### config.mk
export PLATFORM = sky130hd
export DESIGN_NAME = rx_iq_packer_flat
export DESIGN_NICKNAME = d
export VERILOG_FILES = /design/src/rtl/rx_iq_packer_if.sv /design/src/rtl/rx_iq_packer.sv /design/src/flat_wrapper.sv
export SDC_FILE = /design/constraint.sdc
export NUM_CORES = 1
export LEC_CHECK = 0
export ABC_AREA = 1
export BUFFER_PORTS_ARGS = -buffer_cell sky130_fd_sc_hd__buf_2
export CORE_MARGIN = 2
export CORE_UTILIZATION = 50
export CTS_CLUSTER_SIZE = 10
export DETAILED_ROUTE_END_ITERATION = 10
export PLACE_DENSITY = 0.77
export SETUP_SLACK_MARGIN = 0.1
export SYNTH_ARGS = -nofsm -noshare
export SYNTH_HDL_FRONTEND = slang
export SYNTH_SLANG_ARGS = --single-unit
### constraint.sdc
create_clock -name clk_i -period 3.7 [get_ports clk_i]
set_clock_uncertainty 0.2 [all_clocks]
set_input_delay 0.37 -clock clk_i [delete_from_list [all_inputs] [get_ports clk_i]]
set_output_delay 0.37 -clock clk_i [all_outputs]
set_load 0.01 [all_outputs]
### src/rtl/rx_iq_packer_if.sv
// Sample/word stream bundle for rx_iq_packer: NCH-wide I/Q capture side and
// the 32-bit FWFT output side. slave = packer view, master = environment view.
interface rx_iq_packer_if #(
    parameter int NCH = 2,
    parameter int SW  = 12
) ();
    logic                in_valid;
    logic [NCH*SW-1:0]   in_i;
    logic [NCH*SW-1:0]   in_q;
    logic [31:0]         out_data;
    logic [1:0]          out_chan;
    logic                out_valid;
    logic                out_ready;

    modport master (
        output in_valid, in_i, in_q, out_ready,
        input  out_data, out_chan, out_valid
    );

    modport slave (
        input  in_valid, in_i, in_q, out_ready,
        output out_data, out_chan, out_valid
    );
endinterface

### src/rtl/rx_iq_packer.sv
// Multi-channel AD9361 receive packer: sign-extends I/Q pairs into 32-bit words,
// serialises enabled channels into an FWFT FIFO. Optional TDD window: RX_PACK_TDD_GATE_EN.
module rx_iq_packer #(
    parameter int NCH   = 2,
    parameter int SW    = 12,
    parameter int DEPTH = 16
) (
    input  logic                     clk_i,
    input  logic                     rst_i,
    input  logic                     en_i,
    input  logic [NCH-1:0]           chan_mask_i,
    input  logic                     sync_i,
    rx_iq_packer_if.slave            stream,
    output logic [$clog2(DEPTH):0]   fifo_level_o,
    output logic [15:0]              ovf_cnt_o,
    input  logic                     ovf_clr_i,
    input  logic [23:0]              frame_len_i,
    input  logic [23:0]              rstart_i,
    input  logic [23:0]              rend_i,
    output logic                     tdd_open_o
);
    localparam int AW = $clog2(DEPTH);
    localparam int LW = AW + 1;

    typedef enum logic {S_IDLE, S_BUSY} state_e;

    state_e              state_q, state_d;
    logic [NCH-1:0]      rem_q, rem_d;
    logic [NCH*SW-1:0]   hold_i_q, hold_i_d, hold_q_q, hold_q_d;
    logic [15:0]         ovf_q, ovf_d;
    logic [LW-1:0]       wr_q, wr_d, rd_q, rd_d, level;
    logic [33:0]         mem_q [DEPTH];

    logic                gate, accept, take, drop, push, pop, full, last_wr, sel_found;
    logic [1:0]          cur_ch;
    logic [SW-1:0]       cur_i, cur_q;
    logic [31:0]         word;

    // Lowest still-pending channel of the held set.
    always_comb begin
        sel_found = 1'b0;
        cur_ch    = '0;
        cur_i     = '0;
        cur_q     = '0;
        for (int unsigned n = 0; n < NCH; n++) begin
            if (rem_q[n] && !sel_found) begin
                sel_found = 1'b1;
                cur_ch    = 2'(n);
                cur_i     = hold_i_q[n*SW +: SW];
                cur_q     = hold_q_q[n*SW +: SW];
            end
        end
    end

    assign word  = {16'($signed(cur_q)), 16'($signed(cur_i))};
    assign level = wr_q - rd_q;
    assign full  = (level == LW'(DEPTH));

    always_comb begin
        state_d  = state_q;
        rem_d    = rem_q;
        hold_i_d = hold_i_q;
        hold_q_d = hold_q_q;
        ovf_d    = ovf_q;
        wr_d     = wr_q;
        rd_d     = rd_q;

        pop     = (level != '0) && stream.out_ready;
        push    = (state_q == S_BUSY) && sel_found && (!full || pop) && !sync_i;
        last_wr = push && ((rem_q & (rem_q - NCH'(1))) == '0);
        accept  = stream.in_valid && en_i && (chan_mask_i != '0) && gate && !sync_i;
        // A new set may load on the cycle the previous set's final word goes out.
        take    = accept && ((state_q == S_IDLE) || last_wr);
        drop    = accept && !take;

        if (sync_i) begin
            state_d = S_IDLE;
            rem_d   = '0;
            wr_d    = '0;
            rd_d    = '0;
        end else begin
            wr_d = wr_q + LW'(push);
            rd_d = rd_q + LW'(pop);
            if (take) begin
                state_d  = S_BUSY;
                rem_d    = chan_mask_i;
                hold_i_d = stream.in_i;
                hold_q_d = stream.in_q;
            end else if (last_wr) begin
                state_d = S_IDLE;
                rem_d   = '0;
            end else if (push) begin
                rem_d = rem_q & ~(NCH'(1) << cur_ch);
            end
        end

        if (ovf_clr_i)
            ovf_d = '0;
        else if (drop && (ovf_q != '1))
            ovf_d = ovf_q + 16'd1;
    end

    always_ff @(posedge clk_i) begin
        if (rst_i) begin
            state_q  <= S_IDLE;
            rem_q    <= '0;
            hold_i_q <= '0;
            hold_q_q <= '0;
            ovf_q    <= '0;
            wr_q     <= '0;
            rd_q     <= '0;
        end else begin
            state_q  <= state_d;
            rem_q    <= rem_d;
            hold_i_q <= hold_i_d;
            hold_q_q <= hold_q_d;
            ovf_q    <= ovf_d;
            wr_q     <= wr_d;
            rd_q     <= rd_d;
        end
    end

    always_ff @(posedge clk_i) begin
        if (push)
            mem_q[wr_q[AW-1:0]] <= {cur_ch, word};
    end

    assign stream.out_valid = (level != '0);
    assign stream.out_data  = stream.out_valid ? mem_q[rd_q[AW-1:0]][31:0]  : '0;
    assign stream.out_chan  = stream.out_valid ? mem_q[rd_q[AW-1:0]][33:32] : '0;
    assign fifo_level_o     = level;
    assign ovf_cnt_o        = ovf_q;

`ifdef RX_PACK_TDD_GATE_EN
    logic [23:0] cnt_q, cnt_d;
    logic        open_q, open_d;

    // Window is evaluated on the next count so open_q matches cnt_q when sampled.
    always_comb begin
        cnt_d = cnt_q;
        if (sync_i)
            cnt_d = '0;
        else if (stream.in_valid && en_i)
            cnt_d = (cnt_q == frame_len_i - 24'd1) ? '0 : cnt_q + 24'd1;

        if (rstart_i < rend_i)
            open_d = (cnt_d >= rstart_i) && (cnt_d < rend_i);
        else if (rstart_i > rend_i)
            open_d = (cnt_d >= rstart_i) || (cnt_d < rend_i);
        else
            open_d = 1'b0;
    end

    always_ff @(posedge clk_i) begin
        if (rst_i) begin
            cnt_q  <= '0;
            open_q <= 1'b0;
        end else begin
            cnt_q  <= cnt_d;
            open_q <= open_d;
        end
    end

    assign gate       = open_q;
    assign tdd_open_o = open_q;
`else
    logic unused_tdd;
    assign unused_tdd = ^{frame_len_i, rstart_i, rend_i};
    assign gate       = 1'b1;
    assign tdd_open_o = 1'b1;
`endif
endmodule
### src/flat_wrapper.sv
// flat-port wrapper written by rule: the top's interface ports become plain ports
module rx_iq_packer_flat 
#(
    parameter int NCH   = 2,
    parameter int SW    = 12,
    parameter int DEPTH = 16
)
  (clk_i, rst_i, en_i, chan_mask_i, sync_i, fifo_level_o, ovf_cnt_o, ovf_clr_i, frame_len_i, rstart_i, rend_i, tdd_open_o, stream_in_valid, stream_in_i, stream_in_q, stream_out_ready, stream_out_data, stream_out_chan, stream_out_valid);
  rx_iq_packer_if #(.NCH(NCH), .SW(SW)) stream_i ();
  input  logic clk_i;
  input  logic rst_i;
  input  logic en_i;
  input  logic [NCH-1:0] chan_mask_i;
  input  logic sync_i;
  output logic [$clog2(DEPTH):0] fifo_level_o;
  output logic [15:0] ovf_cnt_o;
  input  logic ovf_clr_i;
  input  logic [23:0] frame_len_i;
  input  logic [23:0] rstart_i;
  input  logic [23:0] rend_i;
  output logic tdd_open_o;
  input wire logic [$bits(stream_i.in_valid)-1:0] stream_in_valid;
  input wire logic [$bits(stream_i.in_i)-1:0] stream_in_i;
  input wire logic [$bits(stream_i.in_q)-1:0] stream_in_q;
  input wire logic [$bits(stream_i.out_ready)-1:0] stream_out_ready;
  output wire logic [$bits(stream_i.out_data)-1:0] stream_out_data;
  output wire logic [$bits(stream_i.out_chan)-1:0] stream_out_chan;
  output wire logic [$bits(stream_i.out_valid)-1:0] stream_out_valid;
  assign stream_i.in_valid = stream_in_valid;
  assign stream_i.in_i = stream_in_i;
  assign stream_i.in_q = stream_in_q;
  assign stream_i.out_ready = stream_out_ready;
  assign stream_out_data = stream_i.out_data;
  assign stream_out_chan = stream_i.out_chan;
  assign stream_out_valid = stream_i.out_valid;
  rx_iq_packer #(.NCH(NCH), .SW(SW), .DEPTH(DEPTH)) u_core (.clk_i(clk_i), .rst_i(rst_i), .en_i(en_i), .chan_mask_i(chan_mask_i), .sync_i(sync_i), .stream(stream_i), .fifo_level_o(fifo_level_o), .ovf_cnt_o(ovf_cnt_o), .ovf_clr_i(ovf_clr_i), .frame_len_i(frame_len_i), .rstart_i(rstart_i), .rend_i(rend_i), .tdd_open_o(tdd_open_o));
endmodule
Word level (Yosys, flattened, before mapping)
Memories as Yosys holds them, arrays and structs flattened. A register that Yosys moved wholly into a read port is not among the register bits.
Cells that the tools add are included.
{"block": "op_classes", "n_mux": 17, "eq_ne": 2, "bitwise_logic": 5, "reduce_logical": 26, "addsub": 5, "shifts": 1}
{"op": "12-bit two-way mux", "n": 4}
{"op": "32-bit two-way mux", "n": 1}
{"op": "16-bit by 1-bit adder with 16-bit output, second input constant", "n": 1}
{"op": "16-bit inequality test, second input constant", "n": 1}
{"op": "1-bit logical AND", "n": 12}
{"op": "5-bit by 1-bit adder with 5-bit output", "n": 2}
{"op": "2-bit two-way mux", "n": 4}
{"op": "1-bit two-way mux", "n": 7}
{"op": "5-bit == test, second input constant", "n": 1}
{"op": "5-bit nonzero test", "n": 1}
{"op": "5-bit subtractor", "n": 1}
{"op": "2-bit AND", "n": 2}
{"op": "1-bit zero test", "n": 4}
{"op": "4-bit two-way mux", "n": 1}
{"op": "2-bit nonzero test", "n": 2}
{"op": "2-bit OR reduction", "n": 2}
{"op": "3-bit nonzero test", "n": 1}
{"op": "2-bit zero test", "n": 1}
{"op": "1-bit logical OR", "n": 2}
{"op": "1-bit inverter", "n": 2}
{"op": "2-bit inverter", "n": 1}
{"op": "2-bit AND reduction", "n": 1}
{"op": "1-bit by 1-bit left shift with 2-bit output, first input constant", "n": 1}
{"op": "2-bit by 1-bit subtractor with 2-bit output, second input constant", "n": 1}
{"block": "word_totals", "out_inout_bits": 57, "inputBits": 129, "ram_bits": 528, "word_cells": 64, "register_bits": 77, "n_memories": 1}
{"memory": "u_core.mem_q", "depth": 16, "word_bits": 33, "rd": 1, "rd_clocked_by_memory_dff": 1, "wr": 1, "line": "rx_iq_packer.sv:32", "text": "logic [33:0] mem_q [DEPTH];"}

Logic depth before layout (Yosys ltp)
Gate-level depths: netlist of run 1.
{"block": "depth", "depth_word": 13, "ltp_mapped": 18, "ltp_nobuf": 16}

Least setup slack after synthesis of run 1
OpenSTA, ideal clock, no wires.
{"block": "synth_path", "kind": "flip-flop to flip-flop", "startpoint": "register u_core.rd_q[3]", "endpoint": "memory u_core.mem_q[4][0] in the netlist's numbering (enable)", "t_required_ns": 3.093, "setup_time_ns": 0.407, "t_arrival_ns": 3.081, "period_less_slack_ns": 3.688, "n_path_buf": 2, "setup_slack_ns": 0.012, "path_stages_with_launch": 14, "path_cell_list": "dfxtp_1 > inv_1 > clkbuf_1 > clkbuf_1 > ha_1 > a21oi_1 > nand3_1 > nand2_1 > nor2_1 > nand2_1 > nand2_1 > inv_1 > nand3_1 > nor2_1"}
{"block": "synth_between", "elab_chain_len": 8, "word_cells_on_any_way": 10, "classes_between": "add/sub (1); eq/ne (1); mux (2); reduce/logical (6)"}
{"element": "start: declaration", "line": "rx_iq_packer.sv:31", "text": "logic [LW-1:0] wr_q, wr_d, rd_q, rd_d, level;"}
{"element": "start signal: assignment", "line": "rx_iq_packer.sv:119", "text": "rd_q <= rd_d;"}
{"element": "5-bit subtractor (*)", "line": "rx_iq_packer.sv:56", "text": "assign level = wr_q - rd_q;"}
{"element": "5-bit == test / 5-bit nonzero test (equally long branches)", "line": "rx_iq_packer.sv:57, rx_iq_packer.sv:68"}
{"element": "1-bit zero test / 1-bit logical AND (equally long branches)", "line": "rx_iq_packer.sv:69, rx_iq_packer.sv:68"}
{"element": "1-bit logical OR (*)", "line": "rx_iq_packer.sv:69", "text": "push = (state_q == S_BUSY) && sel_found && (!full || pop) && !sync_i;"}
{"element": "1-bit logical AND (*) (2 in a row)", "line": "rx_iq_packer.sv:69"}
{"element": "1-bit two-way mux (*)", "line": "rx_iq_packer.sv:124", "text": "if (push)"}
{"element": "1-bit two-way mux (implied by the code) (*)", "line": "rx_iq_packer.sv:125", "text": "mem_q[wr_q[AW-1:0]] <= {cur_ch, word};"}
{"element": "end: declaration", "line": "rx_iq_packer.sv:32"}
Mark *: on every way between the ends. The rest lies on a longest branch, timed or not.

Worst setup path in the final report of run 1
{"block": "layout_path", "startpoint": "register u_core.wr_q[0]", "endpoint": "output stream_out_data[3]"}
{"block": "layout_between", "elab_chain_len": 3}
{"element": "start: declaration", "line": "rx_iq_packer.sv:31"}
{"element": "start signal: assignment", "line": "rx_iq_packer.sv:118", "text": "wr_q <= wr_d;"}
{"element": "5-bit subtractor", "line": "rx_iq_packer.sv:56"}
{"element": "5-bit nonzero test", "line": "rx_iq_packer.sv:128", "text": "assign stream.out_valid = (level != '0);"}
{"element": "32-bit two-way mux", "line": "rx_iq_packer.sv:129", "text": "assign stream.out_data = stream.out_valid ? mem_q[rd_q[AW-1:0]][31:0] : '0;"}
{"element": "end: declaration", "line": "flat_wrapper.sv:26", "text": "output wire logic [$bits(stream_i.out_data)-1:0] stream_out_data;"}
No other way between the ends.

==> results.sh, run 1 <==
export IMPL_max_vdd_ir_drop_mv=0.358
export IMPL_instances_no_fill=2339
export IMPL_layout_setup_ws_ns=0.186
export IMPL_fmax_ghz=0.285
export IMPL_hold_class="primary input to register"
export IMPL_ctsRootBufferMaster="clkbuf_16"
export IMPL_num_vias=13600
export IMPL_yosysTopAreaCellShare_pct=62.1
export IMPL_dp_cells=2199
export IMPL_end_kind="primary output"
export IMPL_path_clk_slew_ns=0.05
export IMPL_diodes=0
export IMPL_hpwl_mm=26.5
export IMPL_finalCriticalPeriod_ns=3.51
export IMPL_area_delta_synth_final_pct=19.4
export IMPL_seq_area_frac_synth_pct=70.1
export IMPL_path_max_fanout=7
export IMPL_arrival_ns=2.94
export IMPL_synth_edf_count=400
export IMPL_start_util_pct=50.4
export IMPL_viasPerCell=5.83
export IMPL_syn_cell_area_mm2=0.0193
export IMPL_nets=1939
export IMPL_path_class="register to primary output"
export IMPL_antenna_found_initial=1
export IMPL_dr_pass1_iters=6
export IMPL_synthCells=1640
export IMPL_slowest_delay_ns=0.41
export IMPL_synth_seq_cells=477
export IMPL_grt_start_max_net_pins=102
export IMPL_status="completed"
export IMPL_tritoncts_num_buffers=54
export IMPL_max_cap_violations=0
export IMPL_ioPinCount=186
export IMPL_synth_area_leader_cell="edfxtp_1"
export IMPL_wire_per_inst_um=21.5
export IMPL_synth_area_top_cells="edfxtp_1, dfxtp_1, nand2_1"
export IMPL_period_share_pct=95.0
export IMPL_fp_dieH_um=201
export IMPL_p_leak_nw=8.30
export IMPL_finalSetupTns_ns=0
export IMPL_crit_top_cell="inv_2"
export IMPL_worstMarginPinSlew_ns=1.03
export IMPL_slowest_stage="fa_2"
export IMPL_die_w_um=201
export IMPL_hold_viol_final=0
export IMPL_drive_gt1_share_pct=16.3
export IMPL_crit_required_ns=3.13
export IMPL_finalWirelength_mm=50.3
export IMPL_placement_rows=72
export IMPL_avgSynthCellArea_um2=11.8
export IMPL_insertion_delay_ns=0.56
export IMPL_grt_ovfl_total=0
export IMPL_drc=0
export IMPL_core_mm2=0.0384
export IMPL_clock_sinks=477
export IMPL_cp_start_kind="register"
export IMPL_p_per_area_mw_per_mm2=465
export IMPL_synthArstFlopShare_pct=0
export IMPL_grt_pass1_vias=13500
export IMPL_crit_family="buffers and inverters"
export IMPL_final_antenna_net_count=0
export IMPL_final_cell_mix="edfxtp_1, nand2_1, a21oi_1, o21ai_0, buf_2"
export IMPL_synth_fp_nets=1779
export IMPL_final_common_cell="edfxtp_1"
export IMPL_preCtsSetupSlack_ns=0.381
export IMPL_timing_final_max_slew_violations=0
export IMPL_cts_htree_levels=2
export IMPL_final_setup_viol_count=0
export IMPL_rsz0062_at_grt="false"
export IMPL_die_area_mm2=0.0402
export IMPL_cts_buffer_depth=3
export IMPL_relSlewSlack_pct=31.5
export IMPL_synth_distinct_cells=36
export IMPL_track_usage_pct=24.5
export IMPL_initialDrtViolationCount=1578
export IMPL_ys_flop_type="edfxtp_1"
export IMPL_tritoncts="yes"
export IMPL_rrSetupSlack_ns=0.40
export IMPL_path_buf_inv=5
export IMPL_grt_pass1_wl_mm=76.1
export IMPL_io_buffers=111
export IMPL_crit_chain="inv_2 -> ha_4 -> fa_2 -> nand3b_1 -> nand3_1 -> nand2_1 -> inv_2 -> nor2_4 -> buf_6 -> buf_12 -> a211oi_2 -> buf_2"
export IMPL_yosys_warnings=0
export IMPL_gp_congestion=0.850
-- cell usage after synthesis, drive strengths merged, types with 3 or more instances --
master,number
dfxtp,77
nor2,134
a211oi,25
clkbuf,61
nand4,4
nand3,18
nand2,366
buf,51
xor2,13
nor4,3
a32o,35
ha,9
nor3,7
o21ai,119
edfxtp,400
a22oi,50
a21oi,189
a22o,24
xnor2,4
inv,45
-- stage by stage --
step | utilization, % | hold WS, ns | area (um^2) | power (mW)
6_report | 60.1 | 0.0696 | 23100 | 10.7
5_1_grt | 60.1 | 0.0551 | 23100 | 11.0
4_1_cts | 59.7 | 0.0257 | 22900 | 10.8
3_5_place_dp | 53.8 | 0.272 | 20600 | 6.05
3_3_place_gp | 53.8 | 0.264 | 20600 | 6.04
2_1_floorplan | - | 0.256 | 19300 | 5.99
-- power breakdown --
group          leakage [nW]  switching (mW)  total (mW)  internal, mW
registers              4.00          0.0149        5.79          5.77
clock network         0.736            1.94        4.74          2.81
logic                  3.57           0.107       0.207         0.100
-- state kept, by name, summed over array words and instances (netlist names) --
| signal | count |
|---|---|
| u_core.ovf_cnt_o | 16 |
| u_core.rem_q | 2 |
| u_core.hold_i_q | 24 |
| u_core.state_q | 1 |
| u_core.rd_q | 5 |
| u_core.hold_q_q | 24 |
| u_core.mem_q | 400 |
| u_core.wr_q | 5 |
-- logic make-up (layout without fill, tap and decap cells) --
kind of cell / Yosys count / in the layout / synth area share, %
other: 2 / 2 / 0.0389
buffers and inverters: 157 / 338 / 3.52
AND/OR/NAND/NOR: 533 / 533 / 11.0
XOR/XNOR: 17 / 17 / 0.770
AO/OA/AOI/OAI: 444 / 444 / 13.9
adder cells (fa/ha/maj): 10 / 10 / 0.686
flip-flops: 477 / 477 / 70.1
-- worst paths after layout --
path,start,endpoint,depth (start not counted)
max,u_core.wr_q[0]$_SDFF_PP0_,stream_out_data[3],12
min,rst_i,u_core.rem_q[1]$_SDFFE_PP0P_,4
max reg2reg,u_core.wr_q[0]$_SDFF_PP0_,u_core.mem_q[11][15]$_DFFE_PP_,14
min reg2reg,u_core.hold_i_q[7]$_SDFFE_PP0P_,u_core.hold_i_q[7]$_SDFFE_PP0P_,2
-- worst register-to-register path, cell delays in order, from the launching register on --
cell and delay [ns]:
dfxtp_2 0.34, inv_2 0.06, ha_4 0.16, fa_2 0.41
nand3b_1 0.21, nand2_1 0.08, nand2_1 0.04, nand2_1 0.09
nor2_1 0.05, nand2_1 0.08, nand2_1 0.10, inv_1 0.15
nand3_1 0.34, nor2_4 0.17, buf_4 0.43
-- cell type report --
type | count | area, um^2
multi-input combinational | 1006 | 5400
sequential | 477 | 13600
inverter | 45 | 188
timing repair buffer | 216 | 1760
clock inverter | 4 | 73.8
tap | 518 | 648
fill | 2916 | 15300
clock buffer | 73 | 1440
-- metal layers --
| layer | wire length, um | share of wire [%] | track usage, % |
|---|---|---|---|
| met2 | 24000 | 48 | 39.4 |
| met3 | 5550 | 11 | 6.14 |
| met5 | 0 | 0 | 0 |
| met4 | 1370 | 2.7 | 8.70 |
| met1 | 19400 | 39 | 32.7 |
-- repair_timing --
action | in CTS | in global routing
buffers inserted | 4 | 3
pin swaps | 3 | 3
hold buffers | 52 | 0
resized for setup | 24 | 24
hold endpoints to repair | 51 | 0
cloned | 3 | 1
endpoints found under the setup margin | 28 | 33
No activity file was read; power rests on OpenSTA's default activity.
==> run 2: changes to the inputs <==
==> constraint.sdc (replaced) <==
create_clock -name clk_i -period 3.7 [get_ports clk_i]
set_clock_uncertainty 0.2 [all_clocks]
set_input_delay 0.37 -clock clk_i [delete_from_list [all_inputs] [get_ports clk_i]]
set_output_delay 0.37 -clock clk_i [all_outputs]
set_load 0.005 [all_outputs]
==> run 2 against run 1 <==
Maximum frequency down 0.55%. Count of clock-buffer cells in the layout is 5 higher. Wire length shrank 2.0%. Via count grew 0.45%. Die area did not move. Sequential power is essentially flat. Final cell count is 0.17% lower. Non-clock buffer count is 7 lower. Utilization is 0.19 points lower. Global-route usage is 1.1 points lower. Largest power group unchanged.
==> results.sh, run 2 (same netlist as run 1, synthesis figures left out) <==
export IMPL_status="completed"
export IMPL_rr_startpoint="u_core.wr_q[0]$_SDFF_PP0_"
export IMPL_r2r_cells=14
export IMPL_cts_htree_levels=2
export IMPL_min_delay_start="sync_i"
export IMPL_crit_required_ns=3.13
export IMPL_num_vias=13700
export IMPL_track_usage_pct=23.5
export IMPL_r2r_end="u_core.mem_q[7][26]$_DFFE_PP_"
export IMPL_core_mm2=0.0384
export IMPL_relSlewSlack_pct=28.0
export IMPL_wire_per_inst_um=21.1
export IMPL_min_to="u_core.rem_q[1]$_SDFFE_PP0P_"
export IMPL_final_cell_mix="edfxtp_1, nand2_1, a21oi_1, o21ai_0, buf_2"
export IMPL_drc=0
export IMPL_largest_reg_flops=400
export IMPL_dr_pass1_iters=5
export IMPL_tritoncts="yes"
export IMPL_tritoncts_num_buffers=54
export IMPL_timing_final_max_slew_violations=0
export IMPL_initialDrtViolationCount=1612
export IMPL_viasPerCell=5.86
export IMPL_worstMarginPinSlew_ns=1.08
export IMPL_end_kind="primary output"
export IMPL_cts_buffer_depth=3
export IMPL_drive_gt1_share_pct=15.3
export IMPL_dp_cells=2198
export IMPL_rsz0062_at_grt="false"
export IMPL_fmax_ghz=0.283
export IMPL_hold_viol_final=0
export IMPL_insertion_delay_ns=0.56
export IMPL_path_max_fanout=14
export IMPL_start_util_pct=50.4
export IMPL_ctsRootBufferMaster="clkbuf_16"
export IMPL_period_share_pct=95.5
export IMPL_instances_no_fill=2335
export IMPL_gp_congestion=0.854
export IMPL_finalWirelength_mm=49.3
export IMPL_io_buffers=111
export IMPL_max_cap_violations=0
export IMPL_final_common_cell="edfxtp_1"
export IMPL_grt_pass1_vias=13500
export IMPL_finalCriticalPeriod_ns=3.53
export IMPL_path_clk_slew_ns=0.06
export IMPL_arrival_ns=2.96
export IMPL_die_area_mm2=0.0402
export IMPL_antenna_found_initial=0
export IMPL_p_per_area_mw_per_mm2=466
export IMPL_ioPinCount=186
export IMPL_hold_depth=4
export IMPL_final_setup_viol_count=0
export IMPL_grt_pass1_wl_mm=73.6
export IMPL_diodes=0
export IMPL_rrSetupSlack_ns=0.34
export IMPL_finalSetupTns_ns=0
export IMPL_placement_rows=72
export IMPL_fp_dieH_um=201
export IMPL_grt_start_max_net_pins=144
export IMPL_p_leak_nw=8.25
export IMPL_path_class="register to primary output"
export IMPL_die_w_um=201
export IMPL_grt_ovfl_total=0
export IMPL_clock_sinks=477
export IMPL_cp_start_kind="register"
export IMPL_nets=1932
export IMPL_final_antenna_net_count=0
export IMPL_area_delta_synth_final_pct=19.0
export IMPL_hold_class="primary input to register"
export IMPL_hpwl_mm=26.2
export IMPL_max_vdd_ir_drop_mv=0.375
[run 2: cell count changes in the layout (fill, tap and decap cells not counted), moves of 3 or more]
| cell | before | now |
|---|---|---|
| buf_4 | 33 | 20 |
| buf_12 | 12 | 23 |
| a211oi_1 | 4 | 12 |
| a211oi_2 | 15 | 10 |
| a211oi_4 | 6 | 3 |
| clkbuf_16 | 56 | 59 |
[run 2: how the worst max path moves through the flow]
| stage | start | end | slack [ns] | depth (start not counted) |
|---|---|---|---|---|
| floorplan | u_core.rd_q[3]$_SDFF_PP0_ | u_core.mem_q[4][0]$_DFFE_PP_ | 0.01 | 13 |
| global placement | u_core.rd_q[0]$_SDFF_PP0_ | u_core.mem_q[7][24]$_DFFE_PP_ | 0.45 | 13 |
| detailed placement | u_core.wr_q[0]$_SDFF_PP0_ | u_core.mem_q[7][26]$_DFFE_PP_ | 0.38 | 14 |
| CTS | u_core.rd_q[0]$_SDFF_PP0_ | stream_out_data[16] | 0.08 | 8 |
| global route | u_core.wr_q[0]$_SDFF_PP0_ | stream_out_data[14] | 0.07 | 12 |
| finish | u_core.wr_q[0]$_SDFF_PP0_ | stream_out_data[28] | 0.17 | 12 |
[run 2: where the power goes]
| group | switching [mW] | internal, mW |
|---|---|---|
| clock network | 1.94 | 2.80 |
| logic | 0.103 | 0.0977 |
| registers | 0.0145 | 5.77 |
| total | 2.05 | 8.67 |
[run 2: cell type report]
cell class	instances	area [um^2]
timing repair buffer	209	1760
inverter	45	176
fill	2908	15400
clock inverter	2	8.76
sequential	477	13600
multi-input combinational	1006	5320
tap	518	648
clock buffer	78	1530
[run 2: repair_timing]
action                                  CTS  global route
endpoints found under the setup margin   14            45
hold endpoints to repair                 51             0
setup buffers                             0             3
hold buffers                             52             0
resized for setup                         6            17
pin swaps                                 0             3
cloned                                    0             2
[run 2: critical path, cell delays in order, from the launching register on]
cell	delay [ns]
dfxtp_2	0.35
inv_1	0.08
ha_1	0.22
fa_2	0.38
xor2_2	0.18
nand3_1	0.11
nor2_1	0.18
inv_1	0.09
nor2_4	0.17
buf_12	0.20
a211oi_2	0.08
buf_4	0.21
buf_2	0.13
[run 2: through the flow]
stage	instance area, um^2	setup slack (ns)	power [mW]	hold slack, ns	utilization, %
finish	23000	0.166	10.7	0.0251	59.9
global route	23000	0.0691	11.0	0.0499	59.9
CTS	22800	0.0797	10.7	0.00952	59.5
detailed placement	20700	0.377	6.05	0.272	54.1
global placement	20700	0.446	6.04	0.264	54.1
floorplan	19300	0.0121	5.98	0.256	-
[run 2: routing by layer]
metal	up-vias	GRT usage (%)	share of wire (%)
li1	6192	-	-
met1	6639	31.5	40
met2	757	38.9	48
met3	98	3.62	9.6
met4	0	8.94	2.6
met5	-	0	0
